$ cat config.mk
export PLATFORM = sky130hd
export DESIGN_NAME = dvp_capture_16bit
export DESIGN_NICKNAME = d
export VERILOG_FILES = /design/src/rtl/dvp_capture_16bit.sv
export SDC_FILE = /design/constraint.sdc
export NUM_CORES = 1
export LEC_CHECK = 0
export ABC_CLOCK_PERIOD_IN_PS = 2620
export CORE_AREA = 4 4 76 92
export CTS_BUF_LIST = sky130_fd_sc_hd__clkbuf_2 sky130_fd_sc_hd__clkbuf_4 sky130_fd_sc_hd__clkbuf_8
export CTS_CLUSTER_DIAMETER = 200
export DETAILED_ROUTE_END_ITERATION = 7
export DIE_AREA = 0 0 80 96
export GPL_TIMING_DRIVEN = 0
export MAX_ROUTING_LAYER = met4
export PLACE_DENSITY = 0.73
export SETUP_SLACK_MARGIN = 0.5
export SLEW_MARGIN = 10
export SYNTH_ARGS = -nofsm -noshare
export SYNTH_HDL_FRONTEND = slang
export SYNTH_SLANG_ARGS = --single-unit
$ cat constraint.sdc
create_clock -name cmos_pclk -period 2.62 [get_ports cmos_pclk]
set_clock_uncertainty 0.2 [all_clocks]
set_input_delay 0.524 -clock cmos_pclk [delete_from_list [all_inputs] [get_ports cmos_pclk]]
set_output_delay 0.524 -clock cmos_pclk [all_outputs]
set_load 0.005 [all_outputs]
$ cat src/rtl/dvp_capture_16bit.sv
// OV5640 DVP capture: registers the 8-bit camera bus and packs byte pairs into RGB565 words.
// Drives the frame FIFO write side, and handles settle-frame skip, per-frame gating, clipping and geometry flags.
module dvp_capture_16bit #(
   parameter int H_ACTIVE    = 480,
   parameter int V_ACTIVE    = 272,
   parameter int SKIP_FRAMES = 10,
   parameter int BYTE_ORDER  = 0
) (
   input  logic        cmos_pclk,
   input  logic        rst,
   input  logic        cmos_vsync,
   input  logic        cmos_href,
   input  logic [7:0]  cmos_d,
   input  logic        cap_en,
   output logic [15:0] fifo_data_in,
   output logic        fifo_data_in_en,
   output logic        fifo_data_vs,
   output logic        frame_done,
   output logic        err_line,
   output logic        err_frame
);

   localparam logic [11:0] H_LIM    = 12'(H_ACTIVE);
   localparam logic [10:0] V_LIM    = 11'(V_ACTIVE);
   localparam logic [7:0]  SKIP_LIM = 8'(SKIP_FRAMES);

   typedef enum logic [1:0] {S_SKIP, S_WAIT, S_ACTIVE} state_t;

   state_t      state, state_nx;
   logic [7:0]  skip_cnt, skip_cnt_nx;
   logic        vs_r, href_r, vs_p, href_p;
   logic [7:0]  d_r, byte0;
   logic        phase;
   logic [11:0] pix_cnt;
   logic [10:0] line_cnt, line_cnt_inc, line_cnt_eof;
   logic        vs_rise, href_fall, active, pack, line_end;
   logic [15:0] word;

   assign vs_rise   = vs_r & ~vs_p;
   assign href_fall = href_p & ~href_r;
   assign active    = (state == S_ACTIVE);
   // href during the vsync pulse is not pixel data
   assign pack      = active & href_r & ~vs_r;
   assign line_end  = active & href_fall;
   assign word      = (BYTE_ORDER == 0) ? {byte0, d_r} : {d_r, byte0};

   assign line_cnt_inc = (line_cnt == 11'h7FF) ? line_cnt : line_cnt + 11'd1;
   // a line ending on the same cycle as vsync still counts toward the frame check
   assign line_cnt_eof = line_end ? line_cnt_inc : line_cnt;

   always_ff @(posedge cmos_pclk) begin
      if (!rst) begin
         state    <= S_SKIP;
         skip_cnt <= 8'd0;
      end else begin
         state    <= state_nx;
         skip_cnt <= skip_cnt_nx;
      end
   end

   always_comb begin
      state_nx    = state;
      skip_cnt_nx = skip_cnt;
      if (vs_rise) begin
         case (state)
            S_SKIP: begin
               if (skip_cnt < SKIP_LIM) skip_cnt_nx = skip_cnt + 8'd1;
               else                     state_nx    = cap_en ? S_ACTIVE : S_WAIT;
            end
            S_WAIT, S_ACTIVE: state_nx = cap_en ? S_ACTIVE : S_WAIT;
            default: state_nx = S_SKIP;
         endcase
      end
   end

   always_ff @(posedge cmos_pclk) begin
      if (!rst) begin
         vs_r            <= 1'b0;
         href_r          <= 1'b0;
         d_r             <= 8'd0;
         vs_p            <= 1'b0;
         href_p          <= 1'b0;
         byte0           <= 8'd0;
         phase           <= 1'b0;
         pix_cnt         <= 12'd0;
         line_cnt        <= 11'd0;
         fifo_data_in    <= 16'd0;
         fifo_data_in_en <= 1'b0;
         fifo_data_vs    <= 1'b0;
         frame_done      <= 1'b0;
         err_line        <= 1'b0;
         err_frame       <= 1'b0;
      end else begin
         vs_r            <= cmos_vsync;
         href_r          <= cmos_href;
         d_r             <= cmos_d;
         vs_p            <= vs_r;
         href_p          <= href_r;
         fifo_data_vs    <= vs_r;
         fifo_data_in_en <= 1'b0;
         frame_done      <= 1'b0;
         phase           <= pack ? ~phase : 1'b0;

         if (pack && !phase) byte0 <= d_r;

         if (pack && phase) begin
            // clipped words still advance pix_cnt so the line length check sees them
            if (pix_cnt < H_LIM && line_cnt < V_LIM) begin
               fifo_data_in    <= word;
               fifo_data_in_en <= 1'b1;
            end
            if (pix_cnt != 12'hFFF) pix_cnt <= pix_cnt + 12'd1;
         end

         if (line_end) begin
            if (pix_cnt != H_LIM || phase) err_line <= 1'b1;
            line_cnt <= line_cnt_inc;
            pix_cnt  <= 12'd0;
         end

         if (vs_rise) begin
            if (active) begin
               frame_done <= 1'b1;
               if (line_cnt_eof != V_LIM) err_frame <= 1'b1;
            end
            line_cnt <= 11'd0;
            pix_cnt  <= 12'd0;
            phase    <= 1'b0;
         end
      end
   end

endmodule

; After elaboration in Yosys (flattened, before gate mapping)
; Index checks and enable logic that the tools add are counted.
[op_classes]
muxes = 7
n_eq_ne = 7
n_reduce_logical = 18
addsub = 3
n_lt_le_gt_ge = 3
bitwise_logic = 11
[op_table]
columns = op, n
row1 = 2-to-1 mux 11 bit, 2
row2 = "adder 12 x 1 -> 12 bit, second input constant", 1
row3 = "less-than comparator 12 x 9 -> 1 bit, second input constant", 1
row4 = "!= test 12 bit, second input constant", 1
row5 = "!= test 12 x 9 -> 1 bit, second input constant", 1
row6 = AND reduction 2 bit, 6
row7 = "adder 11 x 1 -> 11 bit, second input constant", 1
row8 = "== test 11 bit, second input constant", 1
row9 = "less-than comparator 11 x 9 -> 1 bit, second input constant", 1
row10 = "!= test 11 x 9 -> 1 bit, second input constant", 1
row11 = "adder 8 x 1 -> 8 bit, second input constant", 1
row12 = "less-than comparator 8 x 4 -> 1 bit, second input constant", 1
row13 = inverter 1 bit, 6
row14 = AND reduction 3 bit, 2
row15 = OR reduction 3 bit, 2
row16 = AND 1 bit, 5
row17 = 2-to-1 mux 2 bit, 2
row18 = case mux 2 bit (2 select lines), 1
row19 = OR reduction 2 bit, 2
row20 = logical AND 1 bit, 3
row21 = "== test 2 x 1 -> 1 bit, second input constant", 1
row22 = "== test 2 bit, second input constant", 1
row23 = logical NOT 2 bit, 1
row24 = 2-to-1 mux 1 bit, 2
row25 = 3 further kinds, 3
[totals]
register_bits = 74
out_inout_bits = 21
word_cells = 65
in_bits = 13

; Logic depth before layout (Yosys ltp)
; Gate-level depths: netlist of the first run.
[logic_depth]
word_depth = 6
depth_mapped = 7
depth_no_buf = 6

; Least setup slack after synthesis of the first run
; No wires, ideal clock.
[synth_path]
path_type = register -> register
startpoint = register pix_cnt[9]
endpoint = register fifo_data_in[10]
period_less_slack_ns = 2.139
required_time_ns = 2.304
setup_slack_ns = 0.481
arrival_ns = 1.823
setup_time_ns = 0.116
path_stages_with_launch = 8
path_buffers = 2
path_cell_list = dfxtp_1 > or3_1 > or3_4 > or4_4 > buf_6 > buf_8 > nand2_1 > a21boi_1
[synth_between]
elab_chain_cells = 3
[synth_rtl]
columns = element, line_no
row1 = start: declaration, 34  ; logic [11:0] pix_cnt;
row2 = start signal: assignment, 112  ; if (pix_cnt != 12'hFFF) pix_cnt <= pix_cnt + 12'd1;
row3 = less-than comparator 12 x 9 -> 1 bit, 108  ; if (pix_cnt < H_LIM && line_cnt < V_LIM) begin
row4 = logical AND 1 bit, 108
row5 = AND reduction 2 bit (no line), --
row6 = end signal: assignment, 109  ; fifo_data_in <= word;
row7 = end: declaration, 15  ; output logic [15:0] fifo_data_in,
; Every way passes these cells.
; A chain may end at the register's enable or synchronous reset.

; Worst setup path in the final report of the first run
[layout_path]
startpoint = register pix_cnt[10]
endpoint = register fifo_data_in[11]
; The elaborated chain is that of the path after synthesis.

==> results of run 1 <==
-- cells by family (layout without fill, tap and decap cells) --
| family | count (synthesis) | after routing | synth area share (%) |
|---|---|---|---|
| compound gates | 47 | 47 | 10.4 |
| flops | 74 | 74 | 47.5 |
| buf+inv | 22 | 76 | 3.29 |
| mux | 11 | 11 | 3.53 |
| simple gates | 166 | 166 | 29.0 |
| fa+ha+maj | 4 | 4 | 1.60 |
| xor+xnor | 17 | 17 | 4.77 |
-- layer usage --
metal	vias to the layer above	share of wire [%]
li1	1283	-
met1	1231	44
met2	56	50
met3	12	3.9
met4	0	1.7
met5	-	0
-- state kept, by name, summed over array words and instances (netlist names), 2 cells and up --
signal        count
byte0             8
d_r               8
fifo_data_in     16
line_cnt         11
pix_cnt          12
skip_cnt          8
state             2
-- stage by stage --
| stage | hold WS (ps) | area, sq um | setup WS, ps | power, mW | cells |
|---|---|---|---|---|---|
| floorplan | 230 | 3120 | 485 | 1.20 | 341 |
| global placement | 237 | 3560 | 216 | 1.23 | 456 |
| detailed placement | 245 | 3560 | 201 | 1.23 | 456 |
| CTS | 260 | 3910 | 443 | 2.28 | 477 |
| global route | 278 | 3980 | 355 | 2.34 | 477 |
| finish | 256 | 3980 | 430 | 2.28 | 477 |
-- final timing paths --
check                      startpoint                       endpoint  slack (ps)  cells after the start
max reg2reg  pix_cnt[10]$_SDFFE_PP0P_  fifo_data_in[11]$_SDFFE_PN0P_         430                      7
min                 d_r[1]$_SDFF_PN0_   fifo_data_in[1]$_SDFFE_PN0P_         260                      2
min reg2reg         d_r[1]$_SDFF_PN0_   fifo_data_in[1]$_SDFFE_PN0P_         260                      2
max          pix_cnt[10]$_SDFFE_PP0P_  fifo_data_in[11]$_SDFFE_PN0P_         430                      7
-- worst min-delay path, cell delays in order (launching register included) --
cell	delay [ps]
dfxtp_1	320
nand2_1	50
a21boi_1	50
-- area by class of cell --
| type | instances | area, sq um | share of cell area (%) |
|---|---|---|---|
| clock buffers | 10 | 138 | 3.46 |
| multi-input cells | 245 | 1640 | 41.1 |
| well taps | 82 | 103 | 2.58 |
| repair buffers | 39 | 403 | 10.1 |
| plain buffers | 15 | 86.3 | 2.17 |
| flip-flops and latches | 74 | 1490 | 37.3 |
| clock inverters | 5 | 103 | 2.58 |
| inverters | 7 | 26.3 | 0.660 |
-- repair_timing --
action | in CTS | in global routing
resized for setup | 20 | 25
hold buffers | 0 | 0
endpoints found under the setup margin | 24 | 52
pin swaps | 14 | 7
gates cloned | 1 | 0
setup buffers | 5 | 0
-- cell usage in the layout (no fill, tap or decap), types with 3 or more instances in the layout --
cell             Yosys  final
a21boi_0             9      3
a21boi_1            10     12
a21boi_2             0      4
a21oi_1              7      7
and2_1              22     22
and3_1               4      4
and4_1               3      3
buf_4                0      4
bufinv_16            0      3
clkbuf_1            12      9
clkbuf_8             0     10
clkdlybuf4s50_1      0     33
dfxtp_1             74     71
dfxtp_2              0      3
ha_1                 4      4
inv_1                7      7
mux2i_1             11     11
nand2_1             48     36
nand2_2              0      8
nand2_4              0      4
nand2b_1             3      3
nand3_1             14     14
nand4_1              6      6
nor2_1              22     22
nor2b_1             12     12
nor3_1               8      8
nor4_1               7      5
o21ai_0              8      8
or3_1                4      3
xnor2_1             13     13
xor2_1               4      4
-- synth_stat cells, types with 8 or more instances --
master,n
a21boi_0,9
a21boi_1,10
and2_1,22
clkbuf_1,12
dfxtp_1,74
mux2i_1,11
nand2_1,48
nand3_1,14
nor2_1,22
nor2b_1,12
nor3_1,8
o21ai_0,8
xnor2_1,13
-- where the power goes --
part | switching, mW | internal [mW]
Sequential | 0.00743 | 1.14
Clock | 0.420 | 0.652
Combinational | 0.0286 | 0.0359
==> reports/qor.csv, run 1 <==
stage;metric;value;unit
outcome;status;complete, no violations;
clocking;cts_max_path_buffers;2;
global_route;top_usage_layer;met2;
timing;drv_slew;0;
clocking;clkTransAtPathRegs;80;ps
clocking;cts_tree;yes;
global_route;grtUsageMet1;23.2;%
power;cellPowerDensity;572;mW/mm^2
global_route;grt_use_met3;3.00;%
global_route;antenna_found_initial;0;
die;die_h;96;um
timing;setup_viol;0;
die;fp-row-count;31;
setup_path;crit_family;simple AND/OR/NAND/NOR gates;
placement;gp_congestion;0.887;
setup_path;crit_type;register to register;
drt;avgRoutedWirePerCell;14.4;um
die;core_area;0.00605;sq mm
clocking;cts_sinks;74;
setup_path;arrival;2230;ps
yosys;yosysSeqAreaShare;47.5;%
yosys;async_flop_share;0;%
yosys;synth-seq-cells;74;
drt;first_iter_violations;143;
setup_path;required;2660;ps
flow_run;maxCapViolCount;0;
yosys;synth_edf_count;0;
cells_and_area;drive_above_1_share;14.2;%
yosys;synth.top_cell.area_share;47.5;%
cells_and_area;nets;408;
setup_path;end_kind;register;
global_route;grt_use_total;19.6;%
timing;fmax;457;MHz
setup_path;slowest_delay;430;ps
cells_and_area;area_growth;27.5;%
power;irDropWorstVdd;0.382;mV
yosys;syn-cell-area;0.00312;sq mm
hold_path;hold_class;register to register;
power;p_leak;1.37;nW
timing;hold_viol_final;0;
yosys;synth_top_cell_by_area;dfxtp_1;
yosys;syn-num-nets;358;
die;start_util;51.6;%
drt;drtAntennaViolNets;0;
global_route;grt_max_degree;13;
clocking;cts-root-buf;clkbuf_8;
timing;period_share;83.6;%
setup_path;crit_buf_inv;2;
drt;drt_first_pass_iters;4;
yosys;syn_area_per_cell;9.15;sq um
global_route;gr-total-overflow;0;
timing;rsz0062_at_grt;true;
setup_path;crit_slowest_cell;or4_4;
yosys;yosysWarnings;0;
cells_and_area;final_util;65.8;%
yosys;ys_types;47;
die;die_x;80;um
yosys;synthFlopType;dfxtp_1;
timing;maxSlewHeadroom;62.5;%
cells_and_area;num-fill-cells;490;
global_route;grt_pass1_vias;2506;
clocking;cts_made_buffers;9;
placement;dp_hpwl;4460;um
drt;drt_wl_total;6850;um
cells_and_area;diodes;0;
yosys;synth.top_cells.by_area;dfxtp_1 (47%), nand2_1 (5.8%), and2_1 (4.4%);
global_route;grt_pass1_wl;11400;um
setup_path;cp_max_fo;5;
drt;drc_errors;0;
setup_path;path_cells;or3_4 -> or3_4 -> or4_4 -> buf_8 -> buf_8 -> nand2_1 -> a21boi_1;
timing;worstMarginPinSlew;557;ps
yosys;postSynthCellCount;341;
die;io-pin-count;34;
timing;fin_crit;2190;ps
clocking;clock_latency;350;ps
placement;io_buffers;33;
drt;vias;2582;
setup_path;startpoint_type;register;
timing;finalSetupTns;0;ps
drt;vias_per_cell;5.41;
global_route;grt_use_met2;32.9;%
clocking;cts_htree_levels;3;
die;dieArea;0.00768;sq mm
(Power assumes the default switching activity.)
==> inputs of run 2 (changes only) <==
--- a/config.mk
+++ b/config.mk
@@ -5,7 +5,7 @@
 export SDC_FILE = /design/constraint.sdc
 export NUM_CORES = 1
 export LEC_CHECK = 0
-export ABC_CLOCK_PERIOD_IN_PS = 2620
+export ABC_CLOCK_PERIOD_IN_PS = 2200
 export CORE_AREA = 4 4 76 92
 export CTS_BUF_LIST = sky130_fd_sc_hd__clkbuf_2 sky130_fd_sc_hd__clkbuf_4 sky130_fd_sc_hd__clkbuf_8
 export CTS_CLUSTER_DIAMETER = 200
==> constraint.sdc (replaced) <==
create_clock -name cmos_pclk -period 2.2 [get_ports cmos_pclk]
set_clock_uncertainty 0.2 [all_clocks]
set_input_delay 0.44 -clock cmos_pclk [delete_from_list [all_inputs] [get_ports cmos_pclk]]
set_output_delay 0.44 -clock cmos_pclk [all_outputs]
set_load 0.005 [all_outputs]
==> run 2 against run 1 <==
  * The flow now finishes with violations (setup timing)
  * Sequential share of layout area shrank 2.6 points
  * Critical endpoint is now fifo_data_in[14]$_SDFFE_PN0P_
  * Die area is the same
  * Largest power group unchanged
  * Combinational power grew 26%
==> reports/qor.csv, run 2 (same netlist as run 1, synthesis figures left out) <==
stage;metric;value;unit;change
global_route;grt_pass1_vias;2480;;was 2506
die;io-pin-count;34;;unchanged
outcome;failed_checks;setup timing;;
drt;drc_errors;0;;unchanged
die;start_util;51.6;%;unchanged
cells_and_area;diodes;0;;unchanged
clocking;cts_sinks;74;;unchanged
clocking;clkTransAtPathRegs;80;ps;about the same
clocking;cts_htree_levels;3;;unchanged
cells_and_area;area_growth;40.8;%;was 27.5%
die;dieArea;0.00768;sq mm;unchanged
clocking;cts_tree;yes;;unchanged
clocking;cts-root-buf;clkbuf_8;;unchanged
cells_and_area;final_cell_mix;dfxtp_1 (51), nand2_1 (35), nor2_1 (21), buf_4 (21), and2_1 (21);;was dfxtp_1 (71), nand2_1 (36), clkdlybuf4s50_1 (33)
global_route;grt_pass1_wl;11600;um;was 11400 um
timing;drv_slew;0;;unchanged
setup_path;path_cells;or3_4 -> or3_4 -> or4_4 -> buf_8 -> buf_16 -> nand2_4 -> a21boi_2;;was or3_4 -> or3_4 -> or4_4 -> buf_8 -> buf_8 -> nand2_1 -> a21boi_1
cells_and_area;final_common_cell;dfxtp_1;;unchanged
timing;rsz0062_at_grt;true;;unchanged
setup_path;crit_top_cell;or3_4;;
flow_run;maxCapViolCount;0;;unchanged
cells_and_area;largest_reg_flops;16;;unchanged
setup_path;arrival;2250;ps;was 2230 ps
timing;maxSlewHeadroom;71.7;%;was 62.5%
cells_and_area;layout.cells.non_filler;495;;was 477
placement;placed_cell_area;0.00363;sq mm;was 0.00356 sq mm
clocking;cts_max_path_buffers;2;;unchanged
cells_and_area;largest-register;fifo_data_in;;unchanged
clocking;clock_latency;340;ps;was 350 ps
setup_path;end_kind;register;;unchanged
cells_and_area;top_regs;fifo_data_in (16), pix_cnt (12), line_cnt (11);;unchanged
die;core_area;0.00605;sq mm;unchanged
hold_path;hold_class;register to register;;unchanged
die;fp-row-count;31;;unchanged
drt;first_iter_violations;94;;was 143
timing;fin_crit;2220;ps;was 2190 ps
placement;io_buffers;33;;unchanged
placement;dp_cells;456;;unchanged
drt;drt_wl_total;7700;um;was 6850 um
power;cellPowerDensity;548;mW/mm^2;was 572 mW/mm^2
drt;vias;2684;;was 2582
drt;vias_per_cell;5.42;;was 5.41
setup_path;r2r_slack;-20;ps;was 430 ps
power;p_leak;1.63;nW;was 1.37 nW
setup_path;crit_type;register to register;;unchanged
timing;fmax;451;MHz;was 457 MHz
timing;worstMarginPinSlew;421;ps;was 557 ps
timing;hold_viol_final;0;;unchanged
power;irDropWorstVdd;0.394;mV;was 0.382 mV
drt;drtAntennaViolNets;0;;unchanged
setup_path;cp_max_fo;5;;unchanged
setup_path;slowest_delay;450;ps;was 430 ps
cells_and_area;final_cell_area;0.00439;sq mm;was 0.00398 sq mm
outcome;status;finished with violations;;was complete, no violations
timing;fin_ws;-15.1;ps;was 430 ps
placement;place_ws;-80.8;ps;was 201 ps
timing;period_share;101;%;was 83.6%
global_route;grt_max_degree;14;;was 13
die;die_x;80;um;unchanged
global_route;antenna_found_initial;0;;unchanged
placement;gp_congestion;0.881;;was 0.887
placement;dp_hpwl;4690;um;was 4460 um
die;die_h;96;um;unchanged
drt;drt_first_pass_iters;6;;was 4
clocking;cts_made_buffers;9;;unchanged
cells_and_area;nets;425;;was 408
cells_and_area;drive_above_1_share;32.0;%;was 14.2%
setup_path;startpoint_type;register;;unchanged
setup_path;required;2240;ps;was 2660 ps
setup_path;crit_slowest_cell;or4_4;;unchanged
global_route;gr-total-overflow;0;;unchanged
timing;setup_viol;11;;was 0
drt;avgRoutedWirePerCell;15.5;um;was 14.4 um
global_route;grt_use_total;20.0;%;was 19.6%
run 2: per-layer routing:
layer	GRT usage, %	part of all wire, %	up-vias
li1	-	-	1317
met1	23.3	41	1256
met2	32.5	50	90
met3	5.06	5.1	21
met4	9.30	3.4	0
met5	-	0	-
run 2: area by class of cell:
type	count	area [sq um]
multi-input combinational	245	1910
fill	454	1660
sequential	74	1530
timing repair buffer	56	520
clock buffer	11	145
buffer	15	123
tap	82	103
clock inverter	5	40.0
inverter	7	26.3
run 2: worst paths after layout:
check,from,end,cells past startpoint
min reg2reg,fifo_data_in[0]$_SDFFE_PN0P_,fifo_data_in[0]$_SDFFE_PN0P_,2
min,fifo_data_in[0]$_SDFFE_PN0P_,fifo_data_in[0]$_SDFFE_PN0P_,2
max reg2reg,pix_cnt[9]$_SDFFE_PP0P_,fifo_data_in[14]$_SDFFE_PN0P_,7
max,pix_cnt[9]$_SDFFE_PP0P_,fifo_data_in[14]$_SDFFE_PN0P_,7
run 2: power breakdown:
group	switching (mW)	internal [mW]	leakage [nW]
Clock	0.516	0.456	0.0852
Sequential	0.00938	1.34	0.612
Combinational	0.0359	0.0453	0.932
run 2: metrics by stage:
stage | setup TNS [ps] | utilization (%) | total power [mW] | hold WS [ps]
after global placement | -1080 | 60.0 | 1.47 | 238
after global routing | -417 | 72.6 | 2.50 | 255
after CTS | -29.8 | 65.9 | 2.43 | 251
after detailed placement | -1670 | 60.0 | 1.47 | 244
after floorplan | 0 | - | 1.43 | 230
final | -116 | 72.6 | 2.41 | 250
run 2: repair_timing:
item,in CTS,in global routing
cloned,1,0
setup endpoints to repair,82,66
setup buffers,11,11
hold buffers,0,0
resized for setup,46,96
pin swaps,8,33
run 2: critical path: cells and delay by family (launching register included):
| kind | cells | cell delay [ps] |
|---|---|---|
| compound gates | 1 | 40 |
| buf+inv | 2 | 300 |
| simple gates | 4 | 1220 |
| flops | 1 | 330 |
==> inputs of run 3 (changes only) <==
--- a/config.mk
+++ b/config.mk
@@ -5,12 +5,12 @@
 export SDC_FILE = /design/constraint.sdc
 export NUM_CORES = 1
 export LEC_CHECK = 0
-export ABC_CLOCK_PERIOD_IN_PS = 2200
-export CORE_AREA = 4 4 76 92
+export ABC_CLOCK_PERIOD_IN_PS = 2600
+export CORE_AREA = 4 4 79 89
 export CTS_BUF_LIST = sky130_fd_sc_hd__clkbuf_2 sky130_fd_sc_hd__clkbuf_4 sky130_fd_sc_hd__clkbuf_8
 export CTS_CLUSTER_DIAMETER = 200
 export DETAILED_ROUTE_END_ITERATION = 7
-export DIE_AREA = 0 0 80 96
+export DIE_AREA = 0 0 83 93
 export GPL_TIMING_DRIVEN = 0
 export MAX_ROUTING_LAYER = met4
 export PLACE_DENSITY = 0.73
==> constraint.sdc (replaced) <==
create_clock -name cmos_pclk -period 2.6 [get_ports cmos_pclk]
set_clock_uncertainty 0.2 [all_clocks]
set_input_delay 0.52 -clock cmos_pclk [delete_from_list [all_inputs] [get_ports cmos_pclk]]
set_output_delay 0.52 -clock cmos_pclk [all_outputs]
set_load 0.005 [all_outputs]
==> run 3 against run 2 <==
  * The run now ends clean
  * Routed wire length is 15% lower
  * Flip-flop and latch count stayed put
  * Non-clock buffer count is 20 lower
  * Worst hold slack worse by 0.79 ps
  * Worst setup slack better by 410 ps
  * Clock power is 9% higher
  * Combinational power is 19% lower
  * Cell area is 11% lower
  * Critical endpoint is now fifo_data_in[8]$_SDFFE_PN0P_
  * Largest cell class unchanged
  * Largest power group unchanged
  * Highest routed layer unchanged
==> reports/qor.csv, run 3 (same netlist as run 1, synthesis figures left out) <==
stage;metric;value;unit;change
outcome;status;complete, no violations;;was finished with violations
placement;dp_cells;454;;was 456
timing;drv_slew;0;;unchanged
power;irDropWorstVdd;0.399;mV;was 0.394 mV
setup_path;arrival;2260;ps;was 2250 ps
die;start_util;51.3;%;was 51.6%
cells_and_area;largest_reg_flops;16;;unchanged
cells_and_area;drive_above_1_share;10.7;%;was 32.0%
drt;drt_wl_total;6580;um;was 7700 um
power;pwr-share-clk;46.7;%;was 40.4%
drt;drtAntennaViolNets;0;;unchanged
timing;period_share;85.0;%;was 101%
cells_and_area;final_cell_mix;dfxtp_1 (71), nand2_1 (47), clkdlybuf4s50_1 (33);;was dfxtp_1 (51), nand2_1 (35), nor2_1 (21), buf_4 (21), and2_1 (21)
global_route;antenna_found_initial;0;;unchanged
clocking;cts_sinks;74;;unchanged
placement;placed_cell_area;0.00355;sq mm;was 0.00363 sq mm
clocking;cts_max_path_buffers;2;;unchanged
global_route;grt_max_degree;14;;unchanged
setup_path;required;2650;ps;was 2240 ps
power;cellPowerDensity;584;mW/mm^2;was 548 mW/mm^2
die;io-pin-count;34;;unchanged
cells_and_area;largest-register;fifo_data_in;;unchanged
drt;drt_first_pass_iters;4;;was 6
drt;first_iter_violations;123;;was 94
timing;setup_viol;0;;was 11
timing;fin_crit;2210;ps;was 2220 ps
timing;fmax;453;MHz;was 451 MHz
drt;vias;2511;;was 2684
die;dieArea;0.00772;sq mm;was 0.00768 sq mm
power;p_leak;1.35;nW;was 1.63 nW
die;die_h;93;um;was 96 um
setup_path;end_kind;register;;unchanged
power;p_comb_share;2.9;%;was 3.4%
drt;vias_per_cell;5.32;;was 5.42
global_route;grt_pass1_wl;11000;um;was 11600 um
die;fp-row-count;30;;was 31
cells_and_area;area_growth;25.1;%;was 40.8%
clocking;cts-root-buf;clkbuf_8;;unchanged
cells_and_area;final_common_cell;dfxtp_1;;unchanged
clocking;cts_htree_levels;3;;unchanged
flow_run;maxCapViolCount;0;;unchanged
placement;io_buffers;33;;unchanged
clocking;clkTransAtPathRegs;80;ps;about the same
die;die_x;83;um;was 80 um
cells_and_area;nets;405;;was 425
timing;finalSetupTns;0;ps;was -116 ps
timing;fin_hold_ws;249;ps;was 250 ps
global_route;grt_pass1_vias;2393;;was 2480
clocking;cts_made_buffers;9;;unchanged
timing;hold_viol_final;0;;unchanged
timing;maxSlewHeadroom;61.5;%;was 71.7%
clocking;cts_hold_buf;0;;unchanged
cells_and_area;top_regs;fifo_data_in (16), pix_cnt (12), line_cnt (11);;unchanged
drt;drc_errors;0;;unchanged
global_route;gr-total-overflow;0;;unchanged
cells_and_area;diodes;0;;unchanged
cells_and_area;layout.cells.non_filler;472;;was 495
placement;gp_congestion;0.907;;was 0.881
power;netSwitchingPower;0.465;mW;was 0.561 mW
clocking;clock_latency;350;ps;was 340 ps
power;internal_power;1.82;mW;was 1.85 mW
die;core_area;0.00608;sq mm;was 0.00605 sq mm
setup_path;cp_max_fo;8;;was 5
setup_path;crit_type;register to register;;unchanged
placement;dp_hpwl;4520;um;was 4690 um
drt;avgRoutedWirePerCell;13.9;um;was 15.5 um
global_route;grt_use_total;18.0;%;was 20.0%
cells_and_area;final_cell_area;0.00391;sq mm;was 0.00439 sq mm
hold_path;hold_class;register to register;;unchanged
timing;worstMarginPinSlew;574;ps;was 421 ps
power;pwr-share-seq;50.5;%;was 56.2%
power;power;2.28;mW;was 2.41 mW
power;swShare;20.4;%;was 23.3%
setup_path;startpoint_type;register;;unchanged
clocking;cts_tree;yes;;unchanged
timing;rsz0062_at_grt;true;;unchanged
-- run 3: cell count changes in the layout (fill, tap and decap cells not counted), moves of 12 or more --
cell / change
buf_4: -19
nand2_1: +12
clkdlybuf4s50_1: +21
dlygate4sd2_1: -20
dfxtp_2: -14
dfxtp_1: +20
-- run 3: path summary, 6_finish.rpt --
kind / to / slack (ps) / cells after the start / from
worst max register to register: fifo_data_in[8]$_SDFFE_PN0P_ / 390 / 7 / pix_cnt[9]$_SDFFE_PP0P_
worst min-delay path: fifo_data_in[11]$_SDFFE_PN0P_ / 250 / 2 / fifo_data_in[11]$_SDFFE_PN0P_
worst max-delay path: fifo_data_in[8]$_SDFFE_PN0P_ / 390 / 7 / pix_cnt[9]$_SDFFE_PP0P_
worst min register to register: fifo_data_in[11]$_SDFFE_PN0P_ / 250 / 2 / fifo_data_in[11]$_SDFFE_PN0P_
-- run 3: per-stage QoR --
stage,util (%),worst slack (ps)
floorplan,-,465
global placement,58.4,188
detailed placement,58.4,193
CTS,63.1,392
global route,64.2,330
finish,64.2,390
-- run 3: metal layers --
layer  GRT usage, %  vias up  part of all wire, %
met3           4.58        7                  3.6
met2           29.7       41                   48
met4           6.13        0                  1.6
met5              -        -                    0
li1               -     1281                    -
met1           21.6     1182                   47
-- run 3: worst max-delay path, stage by stage (launching register included) --
cell       delay (ps)
dfxtp_2           320
or3_4             390
or3_4             360
or4_4             420
buf_6             160
clkbuf_16         150
nand2_1            60
a21boi_1           50
-- run 3: what timing repair did --
item	CTS	global route
cloned	0	1
pin swaps	2	2
resized for setup	8	14
setup endpoints to repair	24	48
setup buffers	2	0
-- run 3: layout make-up --
class	instances	area [sq um]
Buffer	15	83.8
Clock buffer	9	124
Multi-Input combinational cell	245	1600
Fill cell	536	2170
Inverter	7	26.3
Clock inverter	6	116
Sequential cell	74	1490
Timing Repair Buffer	36	370
Tap cell	80	100
-- run 3: power groups by stage --
stage / Sequential (mW) / Combinational (mW) / Clock [mW]
2_1_floorplan: 1.18 / 0.0334 / 0
3_3_place_gp: 1.18 / 0.0649 / 0
3_5_place_dp: 1.18 / 0.0659 / 0
4_1_cts: 1.15 / 0.0662 / 1.08
5_1_grt: 1.15 / 0.0729 / 1.12
6_report: 1.15 / 0.0656 / 1.06
